`src/rtl/irq_pkg.sv`:
```
// Shared constants and types for the interrupt dispatcher.
package irq_pkg;

  localparam int NIRQ = 16;

  localparam logic [1:0] CFG_MASK = 2'd0;
  localparam logic [1:0] CFG_EDGE = 2'd1;
  localparam logic [1:0] CFG_EOI  = 2'd2;
  localparam logic [1:0] CFG_SETP = 2'd3;

  typedef enum logic [1:0] {
    IDLE  = 2'd0,
    ISSUE = 2'd1,
    WAIT  = 2'd2
  } irq_state_t;

endpackage

```
`src/rtl/irq_prio_sel.sv`:
```
// Combinational priority search: first set request at or after i_start, wrapping 15 -> 0.
module irq_prio_sel
  import irq_pkg::*;
(
  input  logic [NIRQ-1:0] i_req,
  input  logic [3:0]      i_start,
  output logic            o_found,
  output logic [3:0]      o_index
);

  logic [3:0] w_idx;

  always_comb begin
    o_found = 1'b0;
    o_index = '0;
    w_idx   = '0;
    for (int i = 0; i < NIRQ; i++) begin
      w_idx = i_start + 4'(i);
      if (!o_found && i_req[w_idx]) begin
        o_found = 1'b1;
        o_index = w_idx;
      end
    end
  end

endmodule

```
`src/rtl/irq_dispatch.sv`:
```
// 16-source interrupt dispatcher issuing single-cycle irqload pulses with holdoff and EOI lock.
// Define IRQ_ROUND_ROBIN_EN for rotating priority; otherwise source 0 always has top priority.
module irq_dispatch
  import irq_pkg::*;
#(
  parameter int          HOLDOFF  = 8,
  parameter logic [15:0] RST_MASK = 16'hFFFF
)
(
  input  logic            clk,
  input  logic            rst,
  input  logic [NIRQ-1:0] irq_in,
  input  logic            cfg_we,
  input  logic [1:0]      cfg_addr,
  input  logic [15:0]     cfg_wdata,
  output logic            irqload,
  output logic [3:0]      irqnum,
  output logic            in_service,
  output logic [NIRQ-1:0] pending
);

  // state | meaning
  // IDLE  | looking for an eligible source
  // ISSUE | irqload high for one cycle, winner's pending bit cleared
  // WAIT  | holdoff countdown, and lock until EOI
  irq_state_t      r_state;
  irq_state_t      w_state_nxt;
  logic [7:0]      r_cnt;
  logic [NIRQ-1:0] r_mask;
  logic [NIRQ-1:0] r_edge;
  logic [NIRQ-1:0] r_prev;
  logic [NIRQ-1:0] r_pend;
  logic            r_load;
  logic [3:0]      r_num;
  logic            r_insvc;

  logic [NIRQ-1:0] w_elig;
  logic [NIRQ-1:0] w_set;
  logic [NIRQ-1:0] w_clr;
  logic            w_found;
  logic [3:0]      w_win;
  logic [3:0]      w_start;
  logic            w_eoi;

`ifdef IRQ_ROUND_ROBIN_EN
  logic [3:0] r_ptr;

  always_ff @(posedge clk) begin
    if (rst) begin
      r_ptr <= '0;
    end else if (r_state == ISSUE) begin
      r_ptr <= r_num + 4'd1;
    end
  end

  assign w_start = r_ptr;
`else
  assign w_start = '0;
`endif

  assign w_elig = r_pend & ~r_mask;

  irq_prio_sel u_sel (
    .i_req   (w_elig),
    .i_start (w_start),
    .o_found (w_found),
    .o_index (w_win)
  );

  // New requests are ORed in after the issue clear, so a same-cycle set keeps the bit pending.
  assign w_set = (r_edge & irq_in & ~r_prev)
               | (~r_edge & irq_in)
               | ((cfg_we && cfg_addr == CFG_SETP) ? cfg_wdata : '0);
  assign w_clr = (r_state == ISSUE) ? (16'd1 << r_num) : '0;
  assign w_eoi = cfg_we && (cfg_addr == CFG_EOI) && r_insvc && (cfg_wdata[3:0] == r_num);

  always_comb begin
    w_state_nxt = r_state;
    case (r_state)
      IDLE:    if (w_found) w_state_nxt = ISSUE;
      ISSUE:   w_state_nxt = WAIT;
      WAIT:    if (r_cnt == '0 && !r_insvc) w_state_nxt = IDLE;
      default: w_state_nxt = IDLE;
    endcase
  end

  always_ff @(posedge clk) begin
    if (rst) begin
      r_state <= IDLE;
      r_cnt   <= '0;
      r_mask  <= RST_MASK;
      r_edge  <= '0;
      r_prev  <= '0;
      r_pend  <= '0;
      r_load  <= 1'b0;
      r_num   <= '0;
      r_insvc <= 1'b0;
    end else begin
      r_state <= w_state_nxt;
      r_load  <= (w_state_nxt == ISSUE);
      r_prev  <= irq_in;
      r_pend  <= (r_pend & ~w_clr) | w_set;

      if (r_state == IDLE && w_found) begin
        r_num <= w_win;
      end

      if (r_state == ISSUE) begin
        r_cnt <= 8'(HOLDOFF - 1);
      end else if (r_state == WAIT && r_cnt != '0) begin
        r_cnt <= r_cnt - 8'd1;
      end

      if (r_state == ISSUE) begin
        r_insvc <= 1'b1;
      end else if (w_eoi) begin
        r_insvc <= 1'b0;
      end

      if (cfg_we && cfg_addr == CFG_MASK) begin
        r_mask <= cfg_wdata;
      end
      if (cfg_we && cfg_addr == CFG_EDGE) begin
        r_edge <= cfg_wdata;
      end
    end
  end

  assign irqload    = r_load;
  assign irqnum     = r_num;
  assign in_service = r_insvc;
  assign pending    = r_pend;

endmodule

```
`config.mk`:
```
export PLATFORM = sky130hd
export DESIGN_NAME = irq_dispatch
export DESIGN_NICKNAME = d
export VERILOG_FILES = /design/src/rtl/irq_pkg.sv /design/src/rtl/irq_prio_sel.sv /design/src/rtl/irq_dispatch.sv
export SDC_FILE = /design/constraint.sdc
export NUM_CORES = 1
export LEC_CHECK = 0
export ABC_AREA = 1
export CORE_MARGIN = 10
export CORE_UTILIZATION = 40
export DETAILED_ROUTE_END_ITERATION = 8
export PLACE_DENSITY = 0.59
export SKIP_CTS_REPAIR_TIMING = 1
export SLEW_MARGIN = 10
export SYNTH_ARGS = -nofsm -noshare
export SYNTH_HDL_FRONTEND = slang
export SYNTH_SLANG_ARGS = --single-unit
export TNS_END_PERCENT = 50
```
`constraint.sdc`:
```
create_clock -name clk -period 2.1 [get_ports clk]
set_input_delay 0.21 -clock clk [delete_from_list [all_inputs] [get_ports clk]]
set_output_delay 0.21 -clock clk [all_outputs]
set_load 0.01 [all_outputs]
```
==> run metrics <==
outcome=complete, no violations; Crit path max-delay family=simple AND/OR/NAND/NOR gates; CP dominant cell by count=nor2_1; Post-Route WL=9.14 mm; core outline area=8220 um2; Yosys warning count=0; cells after synthesis=462; drt via density=4.96; Final WS setup=0.239 ns; utilization after layout=0.523; # fillers=822; drt wl/cell=14.4 um; final hold violations=0; worst-path fanout max=4; Clock Skews=0.0167 ns; Skew-Pair Late Insertion Delay=0.35 ns; Slew headroom=0.565; Post-Syn Area=3380 um2; io pins=59; DRC violations left=0; CP Buf/Inv Count=1; pwr dens=839 nW/um2; CTS max path bufs=2; Min Clock Period, post-route=1.86 ns; setup TNS=0 ns; routed vias=3,150; area delta synth->final=27.3%; post-synth cell types=29; Post-synth EDFFs=0; root buffer cell=clkbuf_8; Congestion Overflow GR=0; Die Wd=112 um; worst path required time=2.34 ns; DP Worst Slack=0.238 ns; Worst Setup End Kind=flip-flop; IO Port Bufs=58; CTS tree=built; antenna violations before repair=0; Row Count=33; largest net degree at the start of global routing=38; max-cap violations=0; area of the multi-input gates=1470 um2; Final ANT Viol Nets=0; critical path launch point type=flip-flop; asr flop ratio synth=0; Reg clk slew, reported paths=0.09 ns; PnR Total Power=3.61 mW; Peak VDD IR=0.000395 V; Critical Path AT=2.10 ns; routability cong.=0.836; Max Slew Vio Count=0; Reg area=1600 um2; Initial Utilization=0.411; RSZ-0062 raised after global routing=no; synthesized flop and latch total=80; All-Layer GR Usage=0.143; Num CTS Buffers=9; ys flop type=dfxtp_1; crit share post-route=0.886; fraction of layout cells with a size suffix above 1=0.0679; antenna cells=0; Fin Hold WS=0.389 ns; critical path class=flip-flop to flip-flop; Pleak=1.95 nW; most frequent cells in the layout=dfxtp_1, nor2_1, inv_1, nand2_1, clkdlybuf4s50_1; max incr delay on CP=0.32 ns; commonest non-fill, non-tap cell in the layout=dfxtp_1; Clock Sinks=80; Hold WC Path Type=input pin to flip-flop; first-pass GRT wire length=15.0 mm; detailed placement HPWL=6.58 mm; Slew @ Worst Pin=0.652 ns; vias in the first global route=3,080; Avg Inst Size Synth=7.31 um2; Final Setup Violations=0; Die ar.=12,500 um2; NumNets Final=563; register area share after synthesis=0.474; slowest cell on the critical path=dfxtp_1; Pre-antenna DRT Iters=4; initial DRC count=99; Fmax achieved=537 MHz; CTS H-tree lvls=3; Die Y=112 um; Synthesized Nets=500; crit path cell chain=inv_1 -> ha_1 -> nand2_1 -> nor3_1 -> a31oi_2 -> nand4_1 -> nor2_1 -> nand2_1 -> nor2_1 -> xor2_1 -> nor2_1
[power by group]
group          total, mW  internal (mW)  switching [mW]
Clock               1.16          0.591           0.570
Combinational      0.715          0.310           0.405
Sequential          1.73           1.64          0.0917
[synth_stat cells, drive strengths merged, types with 2 or more instances]
master / count / area (um2)
o41ai: 2 / 17.5
dfxtp: 80 / 1600
buf: 2 / 7.51
nand2: 70 / 280
nor3: 3 / 26.3
a21oi: 54 / 270
nand4: 6 / 56.3
clkbuf: 11 / 41.3
nor2: 80 / 310
o211ai: 11 / 82.6
xor2: 4 / 35.0
o21ai: 37 / 185
o21a: 2 / 15.0
a31oi: 3 / 25.0
nand3: 24 / 120
inv: 68 / 255
[state kept, by name, summed over array words and instances (netlist names)]
signal / cells
pending: 16
r_edge: 16
r_mask: 16
r_prev: 16
r_cnt: 8
irqnum: 4
r_state: 2
in_service: 1
irqload: 1
[routing by layer]
metal	track usage	up-vias	wire, um
met5	0	-	0
met4	0.0454	0	60
met3	0.0386	4	432
met2	0.238	71	4420
met1	0.176	1459	4230
li1	-	1616	-
[kinds of logic (layout without fill, tap and decap cells)]
logic type	count (synthesis)	in the layout	share of synthesized area
buffers and inverters	81	149	0.0901
adder cells (fa/ha/maj)	1	1	0.00371
flip-flops	80	80	0.474
AO/OA/AOI/OAI	110	110	0.179
XOR/XNOR	5	5	0.0130
AND/OR/NAND/NOR	185	185	0.239
[tightest hold or removal path, stage by stage]
cell and delay [ns]:
clkdlybuf4s50_1 0.39, inv_1 0.07, nor2_1 0.04
[path summary, 6_finish.rpt]
check                             endpoint  slack, ns  depth (start not counted)       start
worst max-delay path              r_cnt[7]       0.24                         11    r_cnt[0]
worst min-delay path             r_prev[9]       0.39                          3   irq_in[9]
worst max register to register    r_cnt[7]       0.24                         11    r_cnt[0]
worst min register to register  r_mask[12]       0.46                          2  r_mask[12]
[layout make-up]
class	count	area share
sequential	80	0.373
clock inverter	5	0.0149
clock buffer	11	0.0329
multi-input combinational	301	0.342
inverter	68	0.0594
timing repair buffer	65	0.147
tap	105	0.0306
[through the flow]
| stage | instance area (um2) | instances |
|---|---|---|
| floorplan | 3380 | 462 |
| detailed placement | 4080 | 618 |
| global route | 4300 | 635 |
| global placement | 4080 | 618 |
| CTS | 4290 | 634 |
| finish | 4300 | 635 |
(Power assumes the default switching activity.)
